## src/rtl/cam_timing_gen.sv

```systemverilog
// cam_timing_gen: OV-style camera stimulus generator (pclk, vsync, href, 8-bit data)
// with configurable frame geometry, bytes per pixel, pclk divide, frame count and
// data pattern. It drives the ball detector's camera inputs.
//
// Ports:
//   inclk      system clock
//   res_n      asynchronous active-low reset
//   enable     start / continue generation
//   mode       0 byte ramp, 1 constant, 2 colour bars, 3 line index
//   frames     frames to emit, 0 = continuous
//   pclk       pixel clock, toggles every PCLK_DIV inclk cycles
//   vsync      frame sync, active high
//   href       line valid, active high
//   data       pixel byte, 0 outside href
//   frame_done one-inclk pulse at the end of each frame
//   busy       high from frame start until return to idle
//
// Optional feature, macro CAM_GEN_SHORTLINE_EN:
//   inj_short  rising edge arms a one-shot that shortens the next line by one pixel
//   short_done one-inclk pulse when the shortened href ends
//
// State    | meaning
// S_IDLE   | outputs low, waiting for enable
// S_VSYNC  | vsync high for V_SYNC lines
// S_VBACK  | V_BACK lines between vsync fall and first href
// S_ACTIVE | V_ACTIVE lines of href + blanking
// S_VFRONT | V_FRONT lines after last active line
module cam_timing_gen #(
    parameter int          H_ACTIVE  = 640,
    parameter int          H_BLANK   = 144,
    parameter int          BPP       = 2,
    parameter int          V_SYNC    = 1,
    parameter int          V_BACK    = 3,
    parameter int          V_ACTIVE  = 480,
    parameter int          V_FRONT   = 10,
    parameter int          PCLK_DIV  = 16,
    parameter logic [7:0]  CONST_VAL = 8'h55
) (
    input  logic       inclk,
    input  logic       res_n,
    input  logic       enable,
    input  logic [1:0] mode,
    input  logic [7:0] frames,
`ifdef CAM_GEN_SHORTLINE_EN
    input  logic       inj_short,
    output logic       short_done,
`endif
    output logic       pclk,
    output logic       vsync,
    output logic       href,
    output logic [7:0] data,
    output logic       frame_done,
    output logic       busy
);

    localparam int LINE     = (H_ACTIVE + H_BLANK) * BPP;
    localparam int ACT_FULL = H_ACTIVE * BPP;
    localparam int VMAX_A   = (V_SYNC > V_BACK) ? V_SYNC : V_BACK;
    localparam int VMAX_B   = (V_ACTIVE > V_FRONT) ? V_ACTIVE : V_FRONT;
    localparam int VMAX     = (VMAX_A > VMAX_B) ? VMAX_A : VMAX_B;
    localparam int HW       = $clog2(LINE + 1);
    localparam int VW       = $clog2(VMAX + 1);
    localparam int DW       = $clog2(PCLK_DIV + 1);

    localparam logic [HW-1:0] H_LAST     = HW'(LINE - 1);
    localparam logic [HW-1:0] ACT_FULL_W = HW'(ACT_FULL);
    localparam logic [VW-1:0] VS_LAST    = VW'(V_SYNC - 1);
    localparam logic [VW-1:0] VB_LAST    = VW'(V_BACK - 1);
    localparam logic [VW-1:0] VA_LAST    = VW'(V_ACTIVE - 1);
    localparam logic [VW-1:0] VF_LAST    = VW'(V_FRONT - 1);
    localparam logic [DW-1:0] DIV_LAST   = DW'(PCLK_DIV - 1);
`ifdef CAM_GEN_SHORTLINE_EN
    localparam logic [HW-1:0] ACT_SHORT_W = HW'((H_ACTIVE - 1) * BPP);
`endif

    typedef enum logic [2:0] {S_IDLE, S_VSYNC, S_VBACK, S_ACTIVE, S_VFRONT} state_t;

    state_t        state_q, state_d;
    logic [DW-1:0] div_q, div_d;
    logic          pclk_q, pclk_d;
    logic [HW-1:0] h_q, h_d;
    logic [VW-1:0] ln_q, ln_d;
    logic [7:0]    fcnt_q, fcnt_d;
    logic [1:0]    mode_q, mode_d;
    logic [7:0]    frames_q, frames_d;
    logic          vsync_q, vsync_d;
    logic          href_q, href_d;
    logic [7:0]    data_q, data_d;
    logic          frame_done_q, frame_done_d;
    logic          busy_q, busy_d;

    logic          fall;
    logic          line_end;
    logic [HW-1:0] h_inc;
    logic [VW-1:0] ln_inc;
    logic [HW-1:0] act_len;

`ifdef CAM_GEN_SHORTLINE_EN
    logic [2:0] inj_sync_q, inj_sync_d;
    logic       armed_q, armed_d;
    logic       short_cur_q, short_cur_d;
    logic       short_done_q, short_done_d;
`endif

    always_comb begin
        state_d      = state_q;
        div_d        = div_q;
        pclk_d       = pclk_q;
        h_d          = h_q;
        ln_d         = ln_q;
        fcnt_d       = fcnt_q;
        mode_d       = mode_q;
        frames_d     = frames_q;
        vsync_d      = vsync_q;
        href_d       = href_q;
        data_d       = data_q;
        frame_done_d = 1'b0;
        busy_d       = busy_q;
        act_len      = ACT_FULL_W;
        line_end     = (h_q == H_LAST);
        h_inc        = line_end ? '0 : h_q + 1'b1;
        ln_inc       = line_end ? ln_q + 1'b1 : ln_q;
        fall         = (div_q == DIV_LAST) && pclk_q;
`ifdef CAM_GEN_SHORTLINE_EN
        inj_sync_d   = {inj_sync_q[1:0], inj_short};
        armed_d      = armed_q;
        short_cur_d  = short_cur_q;
        short_done_d = 1'b0;
`endif

        if (div_q == DIV_LAST) begin
            div_d  = '0;
            pclk_d = ~pclk_q;
        end else begin
            div_d = div_q + 1'b1;
        end

        if (fall) begin
            case (state_q)
                S_IDLE: begin
                    if (enable) begin
                        state_d  = S_VSYNC;
                        h_d      = '0;
                        ln_d     = '0;
                        fcnt_d   = '0;
                        mode_d   = mode;
                        frames_d = frames;
                        busy_d   = 1'b1;
                    end
                end
                S_VSYNC: begin
                    h_d  = h_inc;
                    ln_d = ln_inc;
                    if (line_end && ln_q == VS_LAST) begin
                        state_d = S_VBACK;
                        ln_d    = '0;
                    end
                end
                S_VBACK: begin
                    h_d  = h_inc;
                    ln_d = ln_inc;
                    if (line_end && ln_q == VB_LAST) begin
                        state_d = S_ACTIVE;
                        ln_d    = '0;
                    end
                end
                S_ACTIVE: begin
                    h_d  = h_inc;
                    ln_d = ln_inc;
                    if (line_end && ln_q == VA_LAST) begin
                        state_d = S_VFRONT;
                        ln_d    = '0;
                    end
                end
                S_VFRONT: begin
                    h_d  = h_inc;
                    ln_d = ln_inc;
                    if (line_end && ln_q == VF_LAST) begin
                        frame_done_d = 1'b1;
                        fcnt_d       = fcnt_q + 8'd1;
                        ln_d         = '0;
                        // A dropped enable lets the running frame finish, then stops.
                        if ((frames_q != 8'd0 && fcnt_d == frames_q) || !enable) begin
                            state_d = S_IDLE;
                            busy_d  = 1'b0;
                        end else begin
                            state_d  = S_VSYNC;
                            mode_d   = mode;
                            frames_d = frames;
                        end
                    end
                end
                default: begin
                    state_d = S_IDLE;
                    busy_d  = 1'b0;
                end
            endcase

`ifdef CAM_GEN_SHORTLINE_EN
            // The one-shot is consumed by the line that starts next; the flag
            // then holds for that whole line so href and blanking stay consistent.
            if (state_d == S_ACTIVE && h_d == '0) begin
                short_cur_d = armed_q;
                armed_d     = 1'b0;
            end else if (state_d != S_ACTIVE) begin
                short_cur_d = 1'b0;
            end
            if (short_cur_d) begin
                act_len = ACT_SHORT_W;
            end
            if (short_cur_q && state_q == S_ACTIVE && h_d == ACT_SHORT_W) begin
                short_done_d = 1'b1;
            end
`endif

            vsync_d = (state_d == S_VSYNC);
            href_d  = (state_d == S_ACTIVE) && (h_d < act_len);
            data_d  = 8'h00;
            if (href_d) begin
                // h_d restarts at 0 on every href rise, so it doubles as the byte counter.
                case (mode_d)
                    2'd0:    data_d = 8'(h_d);
                    2'd1:    data_d = CONST_VAL;
                    2'd2:    data_d = 8'(((32'(h_d) / BPP) * 8 / H_ACTIVE) * 36);
                    default: data_d = 8'(ln_d);
                endcase
            end
        end

`ifdef CAM_GEN_SHORTLINE_EN
        if (inj_sync_q[1] && !inj_sync_q[2]) begin
            armed_d = 1'b1;
        end
`endif
    end

    always_ff @(posedge inclk or negedge res_n) begin
        if (!res_n) begin
            state_q      <= S_IDLE;
            div_q        <= '0;
            pclk_q       <= 1'b1;
            h_q          <= '0;
            ln_q         <= '0;
            fcnt_q       <= '0;
            mode_q       <= '0;
            frames_q     <= '0;
            vsync_q      <= 1'b0;
            href_q       <= 1'b0;
            data_q       <= '0;
            frame_done_q <= 1'b0;
            busy_q       <= 1'b0;
`ifdef CAM_GEN_SHORTLINE_EN
            inj_sync_q   <= '0;
            armed_q      <= 1'b0;
            short_cur_q  <= 1'b0;
            short_done_q <= 1'b0;
`endif
        end else begin
            state_q      <= state_d;
            div_q        <= div_d;
            pclk_q       <= pclk_d;
            h_q          <= h_d;
            ln_q         <= ln_d;
            fcnt_q       <= fcnt_d;
            mode_q       <= mode_d;
            frames_q     <= frames_d;
            vsync_q      <= vsync_d;
            href_q       <= href_d;
            data_q       <= data_d;
            frame_done_q <= frame_done_d;
            busy_q       <= busy_d;
`ifdef CAM_GEN_SHORTLINE_EN
            inj_sync_q   <= inj_sync_d;
            armed_q      <= armed_d;
            short_cur_q  <= short_cur_d;
            short_done_q <= short_done_d;
`endif
        end
    end

    assign pclk       = pclk_q;
    assign vsync      = vsync_q;
    assign href       = href_q;
    assign data       = data_q;
    assign frame_done = frame_done_q;
    assign busy       = busy_q;
`ifdef CAM_GEN_SHORTLINE_EN
    assign short_done = short_done_q;
`endif

endmodule

```

## config.mk

```make
export PLATFORM = sky130hd
export DESIGN_NAME = cam_timing_gen
export DESIGN_NICKNAME = d
export VERILOG_FILES = /design/src/rtl/cam_timing_gen.sv
export SDC_FILE = /design/constraint.sdc
export NUM_CORES = 1
export LEC_CHECK = 0
export CAP_MARGIN = 20
export CORE_ASPECT_RATIO = 0.5
export CORE_MARGIN = 10
export CORE_UTILIZATION = 56
export DETAILED_ROUTE_END_ITERATION = 7
export PLACE_DENSITY = 0.76
export REMOVE_ABC_BUFFERS = 1
export SLEW_MARGIN = 40
export SYNTH_ARGS = -nofsm -noshare
export SYNTH_HDL_FRONTEND = slang
export SYNTH_SLANG_ARGS = --single-unit
export TNS_END_PERCENT = 50
```

## constraint.sdc

```tcl
create_clock -name inclk -period 6.95 [get_ports inclk]
set_input_delay 1.39 -clock inclk [delete_from_list [all_inputs] [get_ports inclk]]
set_output_delay 1.39 -clock inclk [all_outputs]
set_load 0.05 [all_outputs]
```

==> load_flow_metrics.sql, run 1 <==
INSERT INTO impl_metrics (metric_group, metric, value, unit) VALUES
('run_status', 'status', 'finished clean', ''),
('pwr', 'power_density', '178.4', 'nW/um2'),
('synthesis', 'post_synth_num_cell_types', '69', ''),
('clock_network', 'clkSlewWorstSetupHoldPaths', '0.05', 'ns'),
('global_routing', 'groute.usage.overall', '0.1878', ''),
('pwr', 'leakagePower', '0.001926', 'uW'),
('synthesis', 'top_post_synthesis_cells_by_count', 'sky130_fd_sc_hd__dfrtp_1 (58), sky130_fd_sc_hd__o21ai_0 (55), sky130_fd_sc_hd__nand2_1 (54)', ''),
('clock_network', 'cts_made_buffers', '9', ''),
('sta', 'timing.final.setup_violations', '0', ''),
('clock_network', 'post-cts-setup-buffers', '0', ''),
('cells_and_area', 'n_antenna_cell', '0', ''),
('drt', 'average_wire_length_per_cell_after_detail_routing', '17.51', 'um'),
('drt', 'drc_violations_left', '0', ''),
('clock_network', 'post_cts_resize_count', '0', ''),
('worst_hold_path', 'holdCritPathClass', 'flip-flop to flip-flop', ''),
('clock_network', 'cts.root.buffer_cell', 'sky130_fd_sc_hd__clkbuf_16', ''),
('global_routing', 'grt_start_max_net_pins', '60', ''),
('synthesis', 'syn_area', '4084', 'um2'),
('global_routing', 'grt_pass1_vias', '3451', ''),
('sta', 'relSlewSlack', '0.4827', ''),
('die', 'fp.coreArea', '6884', 'um2'),
('synthesis', 'syn_area_per_cell', '8.369', 'um2'),
('clock_network', 'clock_sinks', '59', ''),
('worst_setup_path', 'timing.critical_path.cells', 'clkdlybuf4s50_1 > or4b_2 > nand2_1 > a31oi_1 > a31oi_1 > buf_4 > inv_1 > ha_1 > nor2b_1 > nand4_1 > a2bb2oi_1 > o221ai_1 > maj3_1 > o2111ai_2 > ha_1 > ha_1 > xor2_1 > nor2_1 > o22a_1 > o21ai_1', ''),
('worst_setup_path', 'crit_required', '7.20', 'ns'),
('placed_design', 'hpwl', '7.171', 'mm'),
('placed_design', 'pre_cts_slack', '1.033', 'ns'),
('cells_and_area', 'final_nets', '523', ''),
('sta', 'hold_violations', '0', ''),
('die', 'floorplan.initialDensity', '0.5932', ''),
('placed_design', 'numPortBuffers', '25', ''),
('clock_network', 'ctsHoldBuffers', '0', ''),
('worst_setup_path', 'timing.critical_path.fanout_max', '11', ''),
('synthesis', 'postSynth.asyncResetShare', '1.000', ''),
('synthesis', 'synth.ff_latch_count', '59', ''),
('worst_setup_path', 'cp_common_cell', 'sky130_fd_sc_hd__ha_1', ''),
('drt', 'viasPerCell', '6.443', ''),
('pwr', 'irDropWorstVdd', '124.2', 'uV'),
('sta', 'fin_skew', '0.003299', 'ns'),
('worst_setup_path', 'timing_worst_setup_path_type', 'input pin to flip-flop', ''),
('sta', 'rsz0062_at_grt', 'false', ''),
('placed_design', 'routability_congestion', '0.8757', ''),
('worst_setup_path', 'worst_path_largest_cell_delay', '0.65', 'ns'),
('cells_and_area', 'multi_input_area', '2460', 'um2'),
('drt', 'route.antenna.remaining_nets', '0', ''),
('sta', 'post-route-min-period', '5.647', 'ns'),
('worst_setup_path', 'category_of_the_worst_setup_path_launch_point', 'input pin', ''),
('die', 'num_rows', '21', ''),
('synthesis', 'synthTopCellsByArea', 'sky130_fd_sc_hd__dfrtp_1 (36%), sky130_fd_sc_hd__o21ai_0 (6.7%), sky130_fd_sc_hd__nand2_1 (5.0%)', ''),
('worst_setup_path', 'worst_setup_path_end_kind', 'flip-flop', ''),
('synthesis', 'synth_edf_count', '0', ''),
('cells_and_area', 'drive_gt1_frac', '0.08730', ''),
('sta', 'finalCritPeriodShare', '0.8125', ''),
('drt', 'finalWirelength', '10.44', 'mm'),
('sta', 'finalMaxSlewViolations', '0', ''),
('clock_network', 'clock_latency', '0.33', 'ns'),
('cells_and_area', 'seq_area', '1478', 'um2'),
('drt', 'drt-pass1-iter-count', '5', ''),
('drt', 'detailroute.via_count', '3840', ''),
('synthesis', 'yosys.area.top_type', 'sky130_fd_sc_hd__dfrtp_1', ''),
('sta', 'timing.final.ws_setup', '1.303', 'ns'),
('die', 'top_level_ports', '26', ''),
('sta', 'setup_total_negative_slack', '0', 'ns'),
('cells_and_area', 'areaGrowthSynthToFinish', '14.64', '%'),
('global_routing', 'antenna_found_initial', '0', ''),
('synthesis', 'yosys_warnings', '0', ''),
('synthesis', 'synthMostInstantiatedCell', 'sky130_fd_sc_hd__dfrtp_1', ''),
('sta', 'timing.fmax', '177.1', 'MHz'),
('cells_and_area', 'final_util', '0.6801', ''),
('die', 'dieWidth', '140.8', 'um'),
('drt', 'drt_iter0_markers', '387', '');
[registers in the layout, summed over array words and instances (netlist names), 2 cells and up]
name,count
div_q,5
data,8
fcnt_q,8
state_q,3
ln_q,9
frames_q,8
mode_q,2
h_q,11
[worst paths after layout]
check	to	slack (ns)	startpoint	cells after the start
max in group asynchronous	data[3]	5.44	res_n	2
worst max register to register	data[7]	1.65	h_q[6]	18
min in group asynchronous	div_q[1]	1.13	res_n	2
worst min register to register	data[1]	0.48	data[1]	2
worst max-delay path	data[7]	1.30	enable	20
worst min-delay path	data[1]	0.48	data[1]	2
[critical path, delay by kind of cell]
kind                     cells  cell delay (ns)
buffers and inverters        3             0.88
adder cells (fa/ha/maj)      4             1.10
XOR/XNOR                     1             0.17
AO/OA/AOI/OAI                7             1.13
AND/OR/NAND/NOR              5             1.24
[kinds of logic after synthesis]
logic type               after synthesis  share of synthesized area
AND/OR/NAND/NOR                      179                     0.2194
AO/OA/AOI/OAI                        170                     0.2715
flip-flops                            59                     0.3618
buffers and inverters                 37                    0.03676
XOR/XNOR                              17                    0.03646
multiplexers                          14                    0.03860
adder cells (fa/ha/maj)               12                    0.03554
[metrics by stage]
step	power (uW)	cell area [um2]	cells
6_report	835.2	4682	596
5_1_grt	855.7	4682	596
4_1_cts	841.9	4674	596
3_5_place_dp	366.1	4358	581
3_3_place_gp	365.9	4358	581
2_1_floorplan	351.3	3968	460
[layout make-up]
| cell class | count | area share |
|---|---|---|
| tap | 92 | 0.02459 |
| clock inverter | 5 | 0.01657 |
| clock buffer | 10 | 0.05104 |
| timing repair buffer | 29 | 0.05959 |
| multi-input combinational | 392 | 0.5254 |
| inverter | 9 | 0.007215 |
| sequential | 59 | 0.3156 |
[per-layer routing]
metal,track usage,wire (um)
met2,0.2974,4877
met4,0.05020,111
met1,0.2521,4737
met5,0,0
met3,0.04521,712
[power by group]
group | switching, uW | internal [uW]
clock network | 155 | 320
logic | 9.44 | 6.68
registers | 0 | 344
total | 165 | 670
[layout by cell type (no fill, tap or decap), types with 18 or more instances in the layout]
cell                              Yosys  routed
sky130_fd_sc_hd__nand2_1             54      54
sky130_fd_sc_hd__dfrtp_1             58      58
sky130_fd_sc_hd__nand3_1             18      18
sky130_fd_sc_hd__a21oi_1             30      30
sky130_fd_sc_hd__clkdlybuf4s50_1      0      24
sky130_fd_sc_hd__o21ai_0             55      55
sky130_fd_sc_hd__nor2_1              35      35
sky130_fd_sc_hd__o31ai_1             19      19
sky130_fd_sc_hd__nor3_1              22      22
No activity file was read; power rests on OpenSTA's default activity.
==> run 2: changes to the inputs <==
==> constraint.sdc (replaced) <==
create_clock -name inclk -period 5.63 [get_ports inclk]
set_input_delay 1.126 -clock inclk [delete_from_list [all_inputs] [get_ports inclk]]
set_output_delay 1.126 -clock inclk [all_outputs]
set_load 0.05 [all_outputs]
==> run 2 against run 1 <==
  * Non-clock buffer count up 9
  * Wire length up 3.1%
  * Critical path depth down 1
  * Register-to-register slack worse by 0.62 ns
  * Clock power up 37%
  * Highest routed layer unchanged
  * Worst setup slack worse by 0.91 ns
  * Largest cell class unchanged
  * Critical path type unchanged
  * First-iteration DRC count up 20%
  * Total power up 31%
  * Cell area up 2.4%
  * Die area unchanged
  * Critical endpoint unchanged
  * Combinational power up 35%
==> load_flow_metrics.sql, run 2 (same netlist as run 1, synthesis figures left out) <==
INSERT INTO impl_metrics (metric_group, metric, value, unit) VALUES
('worst_setup_path', 'regToRegStartpoint', 'state_q[2]', ''),
('die', 'dieWidth', '140.8', 'um'),
('sta', 'finalCritPeriodShare', '0.9309', ''),
('cells_and_area', 'max_flop_register', 'h_q', ''),
('drt', 'viasPerCell', '6.426', ''),
('sta', 'timing.final.setup_violations', '0', ''),
('clock_network', 'htreeDepth', '3', ''),
('global_routing', 'overflow', '0', ''),
('pwr', 'power_density', '228.4', 'nW/um2'),
('global_routing', 'antenna_found_initial', '0', ''),
('clock_network', 'clock_latency', '0.33', 'ns'),
('sta', 'finalMaxSlewViolations', '0', ''),
('cells_and_area', 'largest_reg_flops', '11', ''),
('placed_design', 'hpwl', '7.462', 'mm'),
('placed_design', 'pre_cts_slack', '0.09617', 'ns'),
('pwr', 'irDropWorstVdd', '134.7', 'uV'),
('sta', 'setup_total_negative_slack', '0', 'ns'),
('cells_and_area', 'postLayoutCellArea', '4792', 'um2'),
('die', 'dieArea', '11320', 'um2'),
('drt', 'drc_violations_left', '0', ''),
('worst_setup_path', 'crit_required', '5.88', 'ns'),
('sta', 'worst_pin_slew', '0.8180', 'ns'),
('drt', 'drt_iter0_markers', '464', ''),
('drt', 'detailroute.via_count', '3894', ''),
('placed_design', 'detailed_place.area', '4418', 'um2'),
('cells_and_area', 'drive_gt1_frac', '0.1051', ''),
('cells_and_area', 'areaGrowthSynthToFinish', '17.34', '%'),
('cells_and_area', 'n_fill_cell', '540', ''),
('worst_hold_path', 'holdCritPathClass', 'flip-flop to flip-flop', ''),
('worst_hold_path', 'worst_hold_start', 'data[1]', ''),
('die', 'num_rows', '21', ''),
('sta', 'hold_violations', '0', ''),
('worst_setup_path', 'timing_worst_setup_path_type', 'input pin to flip-flop', ''),
('worst_setup_path', 'worst_setup_path_end_kind', 'flip-flop', ''),
('clock_network', 'post-cts-setup-buffers', '0', ''),
('global_routing', 'global_routing_usage_on_met1', '0.2442', ''),
('cells_and_area', 'multi_input_area', '2459', 'um2'),
('sta', 'relSlewSlack', '0.4500', ''),
('drt', 'drt-pass1-iter-count', '6', ''),
('global_routing', 'gr-usage-met2', '0.3095', ''),
('worst_setup_path', 'critical_path_arrival', '5.49', 'ns'),
('global_routing', 'grt_pass1_vias', '3582', ''),
('sta', 'timing.final.ws_setup', '0.3892', 'ns'),
('cells_and_area', 'layout.cells.most_common_list', 'sky130_fd_sc_hd__dfrtp_1 (58), sky130_fd_sc_hd__o21ai_0 (55), sky130_fd_sc_hd__nand2_1 (54)', ''),
('cells_and_area', 'n_antenna_cell', '0', ''),
('pwr', 'leakagePower', '0.001993', 'uW'),
('clock_network', 'cts_made_buffers', '9', ''),
('clock_network', 'clock_sinks', '59', ''),
('global_routing', 'met3_usage', '0.05637', ''),
('global_routing', 'grt_most_used_layer', 'met2', ''),
('clock_network', 'clkSlewWorstSetupHoldPaths', '0.05', 'ns'),
('cells_and_area', 'final_nets', '532', ''),
('sta', 'post-route-min-period', '5.241', 'ns'),
('cells_and_area', 'seq_area', '1478', 'um2'),
('worst_setup_path', 'category_of_the_worst_setup_path_launch_point', 'input pin', ''),
('job', 'maxCapViolations', '0', ''),
('cells_and_area', 'final_util', '0.6961', ''),
('sta', 'timing.fmax', '190.8', 'MHz'),
('cells_and_area', 'final_common_cell', 'sky130_fd_sc_hd__dfrtp_1', ''),
('die', 'floorplan.initialDensity', '0.5932', ''),
('die', 'fp.dieH', '80.39', 'um'),
('clock_network', 'cts_max_path_buffers', '2', ''),
('global_routing', 'groute.usage.overall', '0.1910', ''),
('drt', 'route.antenna.remaining_nets', '0', ''),
('worst_setup_path', 'crit_path_start', 'enable', ''),
('sta', 'rsz0062_at_grt', 'false', ''),
('worst_setup_path', 'timing.critical_path.fanout_max', '5', ''),
('drt', 'average_wire_length_per_cell_after_detail_routing', '17.76', 'um'),
('drt', 'finalWirelength', '10.77', 'mm'),
('placed_design', 'routability_congestion', '0.9603', ''),
('global_routing', 'grt_first_pass_wirelength', '17.89', 'mm'),
('run_status', 'status', 'finished clean', ''),
('cells_and_area', 'largest_registers', 'h_q x11, ln_q x9', ''),
('placed_design', 'numPortBuffers', '25', ''),
('clock_network', 'clock_tree_from_tritoncts', 'built', ''),
('die', 'top_level_ports', '26', ''),
('global_routing', 'grt_start_max_net_pins', '60', ''),
('sta', 'fin_skew', '0.005173', 'ns'),
('clock_network', 'cts.root.buffer_cell', 'sky130_fd_sc_hd__clkbuf_16', ''),
('die', 'fp.coreArea', '6884', 'um2'),
('pwr', 'power.total', '1095', 'uW');
run 2: changes by cell type in the layout (fill, tap and decap cells not counted):
cell / change
sky130_fd_sc_hd__mux2i_2: -1
sky130_fd_sc_hd__buf_6: -1
sky130_fd_sc_hd__nor2b_1: -1
sky130_fd_sc_hd__clkinvlp_4: -1
sky130_fd_sc_hd__clkinv_4: +2
sky130_fd_sc_hd__nor2b_2: +1
sky130_fd_sc_hd__clkinv_2: -1
sky130_fd_sc_hd__mux2i_1: +1
sky130_fd_sc_hd__buf_12: +1
sky130_fd_sc_hd__bufinv_16: +1
sky130_fd_sc_hd__buf_4: +9
run 2: path summary, 6_finish.rpt:
check / to / slack [ns] / cells after the start
hold / removal: data[1] / 0.48 / 2
max in group asynchronous: data[3] / 4.32 / 3
min in group asynchronous: div_q[2] / 0.81 / 2
setup reg to reg: data[7] / 1.03 / 18
hold reg to reg: data[1] / 0.48 / 2
setup / recovery: data[7] / 0.39 / 19
run 2: area by class of cell:
type | instances | area share
repair buffers | 38 | 0.07415
flip-flops and latches | 59 | 0.3084
clock buffers | 10 | 0.04987
clock inverters | 6 | 0.02350
multi-input cells | 392 | 0.5131
well taps | 92 | 0.02402
inverters | 9 | 0.007050
run 2: what timing repair did:
item                                   4_1_cts  5_1_grt
hold buffers                                 0        0
gates resized for setup                      0        1
endpoints found under the hold margin        0        0
setup endpoints to repair                    0        1
run 2: power by group:
part	switching, uW	leakage [uW]	internal, uW	total (uW)
combinational	11.8	0.00111	9.88	21.7
sequential	0	0.000707	424	424
clock	204	0.000173	445	649
run 2: per-stage QoR:
stage          hold slack (ns)  cells
2_1_floorplan           0.4549    460
3_3_place_gp            0.4621    589
3_5_place_dp            0.4648    589
4_1_cts                 0.4808    605
5_1_grt                 0.5145    606
6_report                0.4781    606
run 2: metal layers:
| metal | part of all wire | up-vias |
|---|---|---|
| met5 | 0 | - |
| met4 | 0.011 | 0 |
| met3 | 0.070 | 14 |
| met2 | 0.46 | 146 |
| met1 | 0.46 | 1850 |
| li1 | - | 1884 |
run 2: worst max-delay path, stage by stage:
cell and delay, ns:
sky130_fd_sc_hd__clkdlybuf4s50_1 0.57, sky130_fd_sc_hd__or4b_2 0.65, sky130_fd_sc_hd__nand2_1 0.10, sky130_fd_sc_hd__a31oi_1 0.04, sky130_fd_sc_hd__a31oi_1 0.20, sky130_fd_sc_hd__inv_1 0.13
sky130_fd_sc_hd__ha_1 0.34, sky130_fd_sc_hd__nor2b_2 0.21, sky130_fd_sc_hd__nand4_1 0.13, sky130_fd_sc_hd__a2bb2oi_1 0.18, sky130_fd_sc_hd__o221ai_1 0.29, sky130_fd_sc_hd__maj3_1 0.42
sky130_fd_sc_hd__o2111ai_2 0.21, sky130_fd_sc_hd__ha_1 0.20, sky130_fd_sc_hd__ha_1 0.17, sky130_fd_sc_hd__xor2_1 0.17, sky130_fd_sc_hd__nor2_1 0.06, sky130_fd_sc_hd__o22a_1 0.17
sky130_fd_sc_hd__o21ai_1 0.11
==> run 3: changes to the inputs <==
--- a/config.mk
+++ b/config.mk
@@ -10,6 +10,7 @@
 export CORE_MARGIN = 10
 export CORE_UTILIZATION = 56
 export DETAILED_ROUTE_END_ITERATION = 7
+export MAX_ROUTING_LAYER = met4
 export PLACE_DENSITY = 0.76
 export REMOVE_ABC_BUFFERS = 1
 export SLEW_MARGIN = 40
==> run 3 against run 2 <==
  * Count of clock-buffer cells in the layout stayed put
  * Core utilization unchanged
  * First-iteration DRC count is 1.5% lower
  * Clock power about the same
  * Cell area unchanged
==> load_flow_metrics.sql, run 3 (same netlist as run 1, synthesis figures left out) <==
INSERT INTO impl_metrics (metric_group, metric, value, unit) VALUES
('worst_setup_path', 'regToRegStartpoint', 'state_q[2]', ''),
('cells_and_area', 'largest_reg_flops', '11', ''),
('cells_and_area', 'layout.cells.most_common_list', 'sky130_fd_sc_hd__dfrtp_1 (58), sky130_fd_sc_hd__o21ai_0 (55), sky130_fd_sc_hd__nand2_1 (54)', ''),
('worst_setup_path', 'crit-reg2reg-capture', 'data[7]', ''),
('worst_setup_path', 'timing_worst_setup_path_type', 'input pin to flip-flop', ''),
('pwr', 'clock_power_share', '0.592', ''),
('global_routing', 'grt_first_pass_wirelength', '17.92', 'mm'),
('clock_network', 'clkSlewWorstSetupHoldPaths', '0.05', 'ns'),
('sta', 'fin_worst_hold_slack', '0.4773', 'ns'),
('worst_setup_path', 'number_of_cells_traversed_by_the_worst_register_to_register_path', '18', ''),
('drt', 'average_wire_length_per_cell_after_detail_routing', '17.70', 'um'),
('clock_network', 'cts_max_path_buffers', '2', ''),
('run_status', 'status', 'finished clean', ''),
('worst_hold_path', 'holdCritPathClass', 'flip-flop to flip-flop', ''),
('drt', 'detailroute.via_count', '3886', ''),
('worst_setup_path', 'crit_end', 'data[7]', ''),
('clock_network', 'ctsHoldBuffers', '0', ''),
('worst_setup_path', 'crit_path_start', 'enable', ''),
('drt', 'drt-pass1-iter-count', '5', ''),
('sta', 'post-route-min-period', '5.222', 'ns'),
('drt', 'drc_violations_left', '0', ''),
('cells_and_area', 'areaGrowthSynthToFinish', '17.34', '%'),
('cells_and_area', 'largest_registers', 'h_q x11, ln_q x9', ''),
('cells_and_area', 'drive_gt1_frac', '0.1051', ''),
('drt', 'drt_iter0_markers', '457', ''),
('worst_setup_path', 'r2r_setup_slack', '1.05', 'ns'),
('clock_network', 'clock_tree_from_tritoncts', 'built', ''),
('die', 'dieWidth', '140.8', 'um'),
('worst_setup_path', 'critical_path_arrival', '5.47', 'ns'),
('clock_network', 'cts.root.buffer_cell', 'sky130_fd_sc_hd__clkbuf_16', ''),
('worst_setup_path', 'critPathSlowestCell', 'sky130_fd_sc_hd__or4b_2', ''),
('die', 'floorplan.initialDensity', '0.5932', ''),
('drt', 'met2RoutedLength', '4.937', 'mm'),
('placed_design', 'routability_congestion', '0.9779', ''),
('die', 'dieArea', '11320', 'um2'),
('drt', 'route.antenna.remaining_nets', '0', ''),
('sta', 'timing.final.setup_violations', '0', ''),
('clock_network', 'post-cts-setup-buffers', '0', ''),
('worst_setup_path', 'worst_setup_path_end_kind', 'flip-flop', ''),
('worst_setup_path', 'crit_required', '5.88', 'ns'),
('pwr', 'seq_power_share', '0.388', ''),
('worst_setup_path', 'cp_top_family', 'compound AO/OA/AOI/OAI gates', ''),
('pwr', 'internal_power_consumption', '879.0', 'uW'),
('sta', 'rsz0062_at_grt', 'false', ''),
('sta', 'worst_pin_slew', '0.8309', 'ns'),
('sta', 'fin_skew', '0.005684', 'ns'),
('clock_network', 'post_cts_resize_count', '0', ''),
('sta', 'finalMaxSlewViolations', '0', ''),
('clock_network', 'htreeDepth', '3', ''),
('sta', 'relSlewSlack', '0.4413', ''),
('global_routing', 'overflow', '0', ''),
('drt', 'max_layer_used', 'met4', ''),
('clock_network', 'cts_made_buffers', '9', ''),
('cells_and_area', 'max_flop_register', 'h_q', ''),
('cells_and_area', 'final_common_cell', 'sky130_fd_sc_hd__dfrtp_1', ''),
('sta', 'setup_total_negative_slack', '0', 'ns'),
('global_routing', 'antenna_found_initial', '0', ''),
('sta', 'timing.fmax', '191.5', 'MHz'),
('pwr', 'pwr-share-comb', '0.020', ''),
('pwr', 'power_density', '228.4', 'nW/um2'),
('pwr', 'irDropWorstVdd', '135.2', 'uV'),
('pwr', 'power.share.switching', '0.1969', ''),
('placed_design', 'placed_cells_incl_taps', '589', ''),
('worst_setup_path', 'cell_depth_of_the_worst_setup_path', '19', ''),
('job', 'maxCapViolations', '0', ''),
('die', 'top_level_ports', '26', ''),
('cells_and_area', 'final_nets', '532', ''),
('placed_design', 'hpwl', '7.462', 'mm'),
('sta', 'finalCritPeriodShare', '0.9276', ''),
('worst_setup_path', 'cp_common_cell', 'sky130_fd_sc_hd__ha_1', ''),
('pwr', 'netSwitchingPower', '215.5', 'uW'),
('worst_setup_path', 'cp.buffers_inverters', '2', ''),
('global_routing', 'grt_pass1_vias', '3557', ''),
('global_routing', 'grt_start_max_net_pins', '60', ''),
('sta', 'hold_violations', '0', ''),
('drt', 'wirelength_met1', '4.911', 'mm'),
('die', 'num_rows', '21', ''),
('die', 'fp.dieH', '80.39', 'um'),
('worst_setup_path', 'worst_path_largest_cell_delay', '0.65', 'ns'),
('clock_network', 'clock_latency', '0.33', 'ns'),
('clock_network', 'clock_sinks', '59', ''),
('global_routing', 'groute.usage.overall', '0.1971', ''),
('drt', 'viasPerCell', '6.413', ''),
('drt', 'finalWirelength', '10.73', 'mm'),
('worst_setup_path', 'timing.critical_path.cells', 'clkdlybuf4s50_1 > or4b_2 > nand2_1 > a31oi_1 > a31oi_1 > inv_1 > ha_1 > nor2b_2 > nand4_1 > a2bb2oi_1 > o221ai_1 > maj3_1 > o2111ai_2 > ha_1 > ha_1 > xor2_1 > nor2_1 > o22a_1 > o21ai_1', ''),
('worst_setup_path', 'category_of_the_worst_setup_path_launch_point', 'input pin', ''),
('worst_hold_path', 'worst_hold_start', 'data[1]', ''),
('pwr', 'leakagePower', '0.001993', 'uW'),
('worst_setup_path', 'timing.critical_path.fanout_max', '5', ''),
('cells_and_area', 'n_antenna_cell', '0', ''),
('placed_design', 'numPortBuffers', '25', ''),
('drt', 'dr_wl_met3', '754', 'um'),
('cells_and_area', 'fin_cells', '606', ''),
('die', 'fp.coreArea', '6884', 'um2');
-- run 3: cell counts in the layout (fill, tap and decap cells not counted) --
Identical to the previous run, type by type.
-- run 3: how the worst min path moves through the flow --
stage                     depth (start not counted)       end  slack, ns
after floorplan                                   1  div_q[0]       0.45
after global placement                            2      href       0.46
after detailed placement                          2      href       0.46
after CTS                                         2   data[1]       0.48
after global routing                              2   data[4]       0.51
final                                             2   data[1]       0.48
-- run 3: final cells by class --
cell class | count | area [um2]
inverter | 9 | 33.78
timing repair buffer | 38 | 355.3
multi-input combinational | 392 | 2459
fill | 540 | 2092
sequential | 59 | 1478
clock inverter | 6 | 112.6
tap | 92 | 115.1
clock buffer | 10 | 239.0
-- run 3: power groups by stage --
stage	sequential, uW	combinational, uW	clock (uW)
2_1_floorplan	432	1.73	0
3_3_place_gp	432	20.3	0
3_5_place_dp	432	20.7	0
4_1_cts	424	20.8	652
5_1_grt	424	24.3	673
6_report	424	21.7	648
-- run 3: worst reg2reg max path: cells and delay by family (launching register included) --
| family | cells | cell delay [ns] |
|---|---|---|
| and+or+nand+nor | 5 | 1.26 |
| xor gates and xnor gates | 1 | 0.17 |
| buffers and inverters | 1 | 0.12 |
| DFF | 1 | 0.62 |
| AOI/OAI and AO/OA | 7 | 1.19 |
| adders and majority gates | 4 | 1.13 |
-- run 3: routing by layer --
layer / track usage / vias to the layer above
met5: - / -
met4: 0.05225 / 0
met3: 0.05637 / 12
met2: 0.3062 / 136
met1: 0.2480 / 1854
li1: - / 1884
-- run 3: through the flow --
stage	power [uW]	util	instance area [um2]	setup slack, ns
after floorplan	433.7	-	3968	0.6886
after global placement	452.1	0.6418	4418	0.3125
after detailed placement	452.5	0.6418	4418	0.09617
after CTS	1097	0.6928	4770	0.3995
after global routing	1122	0.6961	4792	0.03274
final	1095	0.6961	4792	0.4077
